**config.mk**
```make
export PLATFORM = sky130hd
export DESIGN_NAME = counter_prog
export DESIGN_NICKNAME = d
export VERILOG_FILES = /design/src/rtl/counter_pkg.sv /design/src/rtl/prescaler.sv /design/src/rtl/counter_prog.sv
export SDC_FILE = /design/constraint.sdc
export NUM_CORES = 1
export LEC_CHECK = 0
export ABC_AREA = 1
export CORE_MARGIN = 2
export CORE_UTILIZATION = 45
export CTS_CLUSTER_DIAMETER = 60
export DETAILED_ROUTE_END_ITERATION = 6
export GPL_ROUTABILITY_DRIVEN = 0
export PLACE_DENSITY = 0.67
export SYNTH_ARGS = -nofsm -noshare
export SYNTH_HDL_FRONTEND = slang
export SYNTH_HIERARCHICAL = 1
export SYNTH_SLANG_ARGS = --single-unit
```
**constraint.sdc**
```tcl
create_clock -name i_clock -period 2.85 [get_ports i_clock]
set_input_delay 0.57 -clock i_clock [delete_from_list [all_inputs] [get_ports i_clock]]
set_output_delay 0.57 -clock i_clock [all_outputs]
set_load 0.01 [all_outputs]
```
**src/rtl/counter_pkg.sv**
```systemverilog
// rtl/counter_pkg.sv - shared constants, types and helpers for counter_prog
package counter_pkg;

    localparam logic DIR_UP   = 1'b0;
    localparam logic DIR_DOWN = 1'b1;

    typedef logic [1:0] sel_t;

    localparam int DEFAULT_LIMIT0 = 5;
    localparam int DEFAULT_LIMIT1 = 15;
    localparam int DEFAULT_LIMIT2 = 63;
    localparam int DEFAULT_LIMIT3 = 255;

    // Prescaler register width: never narrower than one bit, even for N_PRESCALE=1.
    function automatic int prescale_width(input int n_prescale);
        return (n_prescale <= 2) ? 1 : $clog2(n_prescale);
    endfunction

endpackage

```
**src/rtl/prescaler.sv**
```systemverilog
// rtl/prescaler.sv - valid-gated modulo-N_PRESCALE prescaler producing a step strobe
module prescaler
    import counter_pkg::*;
#(
    parameter int N_PRESCALE = 1
) (
    input  logic i_clock,
    input  logic i_reset,
    input  logic i_valid,
    input  logic i_clear,
    output logic o_step
);

    localparam int             PW   = prescale_width(N_PRESCALE);
    localparam logic [PW-1:0]  LAST = PW'(N_PRESCALE - 1);

    logic [PW-1:0] count;

    // Gaps in i_valid stall the count rather than restarting it.
    assign o_step = i_valid && (count == LAST);

    always_ff @(posedge i_clock or posedge i_reset) begin
        if (i_reset) begin
            count <= '0;
        end else if (i_clear) begin
            count <= '0;
        end else if (i_valid) begin
            count <= o_step ? '0 : count + 1'b1;
        end
    end

endmodule

```
**src/rtl/counter_prog.sv**
```systemverilog
// rtl/counter_prog.sv - up/down counter with selectable terminal value and tick pulse
// Define COUNTER_PROG_SATURATE_EN to stop at the terminal value instead of wrapping.
module counter_prog
    import counter_pkg::*;
#(
    parameter int NB_COUNT   = 8,
    parameter int N_PRESCALE = 1,
    parameter int LIMIT0     = DEFAULT_LIMIT0,
    parameter int LIMIT1     = DEFAULT_LIMIT1,
    parameter int LIMIT2     = DEFAULT_LIMIT2,
    parameter int LIMIT3     = DEFAULT_LIMIT3
) (
    input  logic                i_clock,
    input  logic                i_reset,
    input  logic                i_valid,
    input  logic                i_clear,
    input  sel_t                i_sel,
    input  logic                i_dir,
    output logic [NB_COUNT-1:0] o_count,
    output logic                o_tick
);

    logic                step;
    logic [NB_COUNT-1:0] limit;
    logic [NB_COUNT-1:0] count_next;
    logic                tick_next;

    prescaler #(
        .N_PRESCALE(N_PRESCALE)
    ) u_prescaler (
        .i_clock(i_clock),
        .i_reset(i_reset),
        .i_valid(i_valid),
        .i_clear(i_clear),
        .o_step (step)
    );

    always_comb begin
        case (i_sel)
            2'd0:    limit = NB_COUNT'(LIMIT0);
            2'd1:    limit = NB_COUNT'(LIMIT1);
            2'd2:    limit = NB_COUNT'(LIMIT2);
            default: limit = NB_COUNT'(LIMIT3);
        endcase
    end

    always_comb begin
        count_next = o_count;
        tick_next  = 1'b0;
        if (step) begin
            if (i_dir == DIR_UP) begin
                if (o_count < limit) begin
                    count_next = o_count + 1'b1;
`ifdef COUNTER_PROG_SATURATE_EN
                    tick_next  = (o_count + 1'b1 == limit);
`endif
                end else begin
`ifdef COUNTER_PROG_SATURATE_EN
                    count_next = limit;
`else
                    count_next = '0;
                    tick_next  = 1'b1;
`endif
                end
            end else begin
                // A count left above a freshly reduced limit is pulled down silently.
                if (o_count > limit) begin
                    count_next = limit;
                end else if (o_count == '0) begin
`ifndef COUNTER_PROG_SATURATE_EN
                    count_next = limit;
                    tick_next  = 1'b1;
`endif
                end else begin
                    count_next = o_count - 1'b1;
`ifdef COUNTER_PROG_SATURATE_EN
                    tick_next  = (o_count == NB_COUNT'(1));
`endif
                end
            end
        end
    end

    always_ff @(posedge i_clock or posedge i_reset) begin
        if (i_reset) begin
            o_count <= '0;
            o_tick  <= 1'b0;
        end else if (i_clear) begin
            o_count <= '0;
            o_tick  <= 1'b0;
        end else begin
            o_count <= count_next;
            o_tick  <= tick_next;
        end
    end

endmodule
```
==> run metrics, run 1 <==
clock-pin slew on the worst setup and hold paths 0.06 ns; drc violations 0; CP required 3.00 ns; Synth top cells by count nand2_1, inv_1, nor2_1; Worst path most repeated cell nand2_1; Die W 53.10 um; layout cells sized above 1 0.1333; Worst path top cell family by delay simple AND/OR/NAND/NOR gates; CP cell instances clkdlybuf4s50_1 -> nand2_1 -> ha_1 -> nand2_1 -> a21oi_1 -> and3_2 -> nand3b_4 -> nand2_4 -> nand2_1 -> nand2_1 -> nand2_1 -> nand2_1 -> nand2_1; busiest grt layer met2; top cell type's share of synthesized area 0.2307; CTS tree done; cts repair resizes 0; # port buffers 15; met1 usage 0.3012; FF+latch area approximately 250 sq um; pwr/cell area 671.7 mW/mm^2; area occupied by multi-input gates 747.0 sq um; crit-path max cell delay 0.56 ns; Yosys Warn Count 6; final setup TNS 0 ns; Die Y 53.10 um; worst vdd ir 0.3890 mV; CTS Hold Bufs 0; met3 usage in global routing 0.05085; Final Hold Fails 0; CP Launch Type input pin; DRT Pass-1 Iters 4; die area 0.002820 sq mm; synth unique cells 25; antenna viol nets, final 0; ranking of synthesized cells by area dfrtp_1, nand2_1, nand3_1; dpl hpwl ~2200 um; largest net degree at the start of global routing 10; diode count 0; clock sinks 10; Final #Nets 209; unrepaired setup endpoints after global routing no; GRT overflow 0; GRT Overall Usage 0.2271; CTS Buffer Depth 2; post-route clock period utilization 0.8431; final WL 2702 um; IO Count 16; Post-Synthesis Cells around 180; drt initial violations 27; Clock Skews roughly 0.0013 ns; most frequent cell after synthesis nand2_1; EDFF count, synth 0; Row Count 17; Async S/R FF share, synth 1.000; CTS buffer count 3; vias per inst 5.054; first-pass GRT wire length 4643 um; outcome completed; Vias 1127; arrival time worst endpoint 2.55 ns; area grow syn2layout 19.38%; Post-CTS Setup Inserts 0; number of global-route vias before repair 1035; Leakage between 0.6 and 0.7 nW; Min-Delay Path Class input pin to async pin; Slew HR 0.7610; critical path endpoint category register; crit path kind input pin to register; Seq/Total Area, Yosys 0.2307; filler cell count 233; minimum clock period 2.403 ns; PnR Total Power between 0.8 and 0.9 mW; initial core utilization 0.4811; f_max around 420 MHz; Yosys reg bits 10; GR Util met2 0.3792; CP max stage cell clkdlybuf4s50_1; final setup fails 0; CP bufs+invs 1; core area around 0.0023 sq mm; Synth Flop Type dfrtp_1; mapped cell area 0.001085 sq mm; Post-Syn Nets approximately 190; max-cap violations 0; worst skew pair latency 0.26 ns; Fin Hold WS 0.4686 ns; routed length per placed instance 12.12 um; cell taking the most area after synthesis dfrtp_1; Slew Limit Fails 0; final core utilization 0.5744; worst slew pin tran 0.3572 ns; CTS root buf clkbuf_4; Crit Path Max Fanout 9; H-tree Lvls 1; initial antenna violation count 0; syn_area_per_cell 6.129 sq um
==> sequential cells by signal, summed over array words and instances (netlist names) <==
signal             cells
o_count                8
u_prescaler/count      1
o_tick                 1
==> cell families after synthesis <==
kind of cell | share of synthesized area
flip-flops | 0.2307
AND/OR/NAND/NOR | 0.4994
buffers and inverters | 0.08073
XOR/XNOR | 0.02423
AO/OA/AOI/OAI | 0.1073
adder cells (fa/ha/maj) | 0.05767
==> worst reg2reg max path: cells and delay by family, from the launching register on <==
kind | cells | cell delay [ns]
adders and majority gates | 1 | 0.35
and+or+nand+nor | 9 | 0.83
DFF | 1 | 0.48
AOI/OAI and AO/OA | 1 | 0.15
==> cells in the final DEF, fill, tap and decap left out, types with 2 or more instances in the layout <==
cell type,synthesis,layout
nand2_1,66,66
inv_1,17,17
nor2_1,16,16
clkdlybuf4s50_1,0,15
nand3_1,13,13
dfrtp_1,10,10
o21ai_0,9,9
a21oi_1,8,8
nor2_2,7,7
ha_1,5,5
nand2_4,4,4
inv_2,3,3
nand2_2,3,3
clkbuf_4,1,3
o21a_1,2,2
xor2_1,2,2
nor3_1,2,2
buf_4,0,2
==> through the flow <==
step	instances	instance area (sq um)	worst slack [ns]
2_1_floorplan	177	1085	0.9976
3_3_place_gp	220	1272	0.3002
3_5_place_dp	220	1272	0.1761
4_1_cts	223	1295	0.4566
5_1_grt	223	1295	0.2602
6_report	223	1295	0.4472
==> worst paths after layout <==
path / startpoint / endpoint / slack (ns) / depth (start not counted)
worst max-delay path: i_sel[1] / o_count[1] / 0.45 / 13
max in group asynchronous: i_reset / o_count[3] / 2.00 / 2
min in group i_clock: u_prescaler/count / u_prescaler/count / 0.52 / 2
worst max register to register: o_count[7] / o_count[1] / 0.95 / 11
worst min register to register: u_prescaler/count / u_prescaler/count / 0.52 / 2
worst min-delay path: i_reset / u_prescaler/count / 0.47 / 2
==> power breakdown <==
part | total (mW) | internal, mW | switching (mW)
clock | 0.0918 | 0.0485 | 0.0433
sequential | 0.228 | 0.169 | 0.0590
combinational | 0.550 | 0.223 | 0.327
==> cell type report <==
class,count,area share
multi-input combinational,145,0.5768
tap,28,0.02705
clock buffer,3,0.01739
sequential,10,0.1932
timing repair buffer,17,0.1275
inverter,20,0.05797
==> per-layer routing <==
| metal | up-vias | part of all wire |
|---|---|---|
| li1 | 593 | - |
| met1 | 506 | 0.47 |
| met2 | 26 | 0.47 |
| met3 | 2 | 0.048 |
| met4 | 0 | 0.0085 |
| met5 | - | 0 |
(Power assumes the default switching activity.)
==> run 2, diff against run 1 <==
--- a/config.mk
+++ b/config.mk
@@ -11,7 +11,7 @@
 export CTS_CLUSTER_DIAMETER = 60
 export DETAILED_ROUTE_END_ITERATION = 6
 export GPL_ROUTABILITY_DRIVEN = 0
-export PLACE_DENSITY = 0.67
+export PLACE_DENSITY = 0.7
 export SYNTH_ARGS = -nofsm -noshare
 export SYNTH_HDL_FRONTEND = slang
 export SYNTH_HIERARCHICAL = 1
==> constraint.sdc (replaced) <==
create_clock -name i_clock -period 2 [get_ports i_clock]
set_input_delay 0.4 -clock i_clock [delete_from_list [all_inputs] [get_ports i_clock]]
set_output_delay 0.4 -clock i_clock [all_outputs]
set_load 0.01 [all_outputs]
==> run 2 against run 1 <==
- sequential power is 32% higher
- design area is 11% higher
- via count is 4.6% higher
- wire length is 4.3% higher
- register-to-register slack worse by 0.70 ns
- cell count is 4.9% higher
- first-iteration DRC count is 19% higher
- hold slack worse by 0.17 ns
- global-route usage is 0.71 points higher
- sequential cell count stayed put
- critical path depth stayed put
- critical endpoint is now o_count[3]
- largest cell class unchanged
- largest power group unchanged
- highest routed layer unchanged
==> run metrics, run 2 (synthesis results as in run 1) <==
outcome completed; pre-CTS setup slack -0.3811 ns (-0.5572 ns); Die Y 53.10 um (unchanged); dpl hpwl 2310 um (+5.2%); worst vdd ir 0.5549 mV (+43%); Slew HR 0.7101 (-0.05094); CTS Hold Bufs 0 (unchanged); H-tree Lvls 1 (unchanged); minimum clock period 1.818 ns; crit path kind input pin to register; Placed Area 0.001348 sq mm (+5.9%); initial antenna violation count 0 (unchanged); # port buffers 15 (unchanged); Comb pwr share 0.674 (+0.042); area grow syn2layout 32.30%; Vias 1179 (+4.6%); final WL 2819 um (+4.3%); Worst R2R Start o_count[6]; layout cells sized above 1 0.2184 (+0.08511); internal power 0.6871 mW (+56%); CP Launch Point i_sel[0]; DRT Pass-1 Iters 5 (+1); PnR Total Power 1.331 mW (+53%); core area 0.002255 sq mm (unchanged); Row Count 17 (unchanged); switching share of total power 0.4836 (-0.009810); routed length per placed instance 12.05 um (-0.57%); max-cap violations 0 (unchanged); CTS root buf clkbuf_4; sequential fraction of design power 0.226 (-0.037); reg2reg setup slack 0.25 ns (-0.70 ns); most common cell after layout, fill and taps aside nand2_1; Leakage 0.7490 nW (+8.6%); reg2reg end o_count[3]; Final #Nets 220 (+5.3%); drt initial violations 32 (+19%); clock share of power 0.100 (-0.005); fin area 0.001435 sq mm (+11%); CP required 2.15 ns (-0.85 ns); commonest cells after routing, fill and taps aside nand2_1, inv_1, nor2_1; vias per inst 5.038 (-0.30%); final setup fails 0 (unchanged); first-pass GRT wire length 4754 um (+2.4%); drc violations 0 (unchanged); Crit Path Max Fanout 5 (-4); f_max 550.1 MHz; Worst setup endpoint o_count[3]; GRT overflow 0 (unchanged); post-route clock period utilization 0.9089; CTS buffer count 3 (unchanged); Die W 53.10 um (unchanged); initial core utilization 0.4811 (unchanged); die area 0.002820 sq mm (unchanged); max reg flops 8 (unchanged); unrepaired setup endpoints after global routing no; Clock Skews 0.001848 ns (+0.0005659 ns); arrival time worst endpoint 1.97 ns (-0.58 ns); Slew Limit Fails 0 (unchanged); pwr/cell area 927.2 mW/mm^2 (+38%); diode count 0 (unchanged); largest net degree at the start of global routing 10 (unchanged); clock-pin slew on the worst setup and hold paths 0.06 ns (about the same); critical path endpoint category register; antenna viol nets, final 0 (unchanged); GRT Overall Usage 0.2341 (+0.007059); worst slew pin tran 0.4333 ns (+0.07613 ns); Final Hold Fails 0 (unchanged); CTS Buffer Depth 2 (unchanged); worst reg2reg path depth 11 (unchanged); largest register by flop count o_count; top flop regs o_count: 8 flops, o_tick: 1 flops, u_prescaler/count: 1 flops; net switching power of the design 0.6435 mW (+50%); Min-Delay Path Class input pin to async pin; clock sinks 10 (unchanged); filler cell count 224 (-3.9%); worst skew pair latency 0.26 ns (about the same); Final WS setup 0.1822 ns (-0.2650 ns); CP Launch Type input pin; CTS tree done; number of global-route vias before repair 1058 (+2.2%); IO Count 16 (unchanged)
[run 2: worst min-delay path by stage]
stage / from / endpoint / slack (ns)
after floorplan: i_reset / u_prescaler/count / 0.13
after global placement: u_prescaler/count / u_prescaler/count / 0.49
after detailed placement: u_prescaler/count / u_prescaler/count / 0.53
after CTS: i_reset / u_prescaler/count / 0.30
after global routing: i_reset / u_prescaler/count / 0.30
final: i_reset / u_prescaler/count / 0.30
[run 2: area by class of cell]
type                    count  area, sq um  area share
multi-input cells         146        814.5      0.5676
inverters                  20        75.07     0.05231
well taps                  28        35.03     0.02441
repair buffers             27        237.7      0.1656
clock buffers               3        22.52     0.01569
flip-flops and latches     10        250.2      0.1744
[run 2: critical path, cell delays in order]
cell           delay [ns]
dlygate4sd2_1        0.23
nand2_2              0.12
ha_4                 0.29
nand2_1              0.08
a21oi_2              0.13
and3_4               0.21
nand3b_4             0.13
nand2_4              0.11
nand2_1              0.05
nand2_1              0.06
nand2_1              0.05
nand2_1              0.06
nand2_1              0.05
[run 2: per-layer routing]
metal	wire (um)	GRT usage
met5	0	0
met4	17	0.03846
met3	132	0.05367
met2	1336	0.3917
met1	1333	0.3102
[run 2: stage by stage]
step	util	instances	TNS [ns]	hold slack (ns)
after CTS	0.6365	234	0	0.2962
after global routing	0.6365	234	0	0.3016
after global placement	0.5977	230	-2.165	0.4915
final	0.6365	234	0	0.2973
after floorplan	-	177	0	0.1287
after detailed placement	0.5977	230	-3.189	0.5260
[run 2: timing repair]
| action | in CTS | in global routing |
|---|---|---|
| setup buffers | 0 | 0 |
| gates resized for setup | 12 | 0 |
| endpoints found under the setup margin | 9 | 0 |
[run 2: power by group through the flow]
stage	clock, mW	sequential (mW)	combinational [mW]
global route	0.146	0.305	1.01
CTS	0.135	0.303	0.890
global placement	0	0.300	0.836
floorplan	0	0.318	0.560
finish	0.133	0.301	0.897
detailed placement	0	0.304	0.844
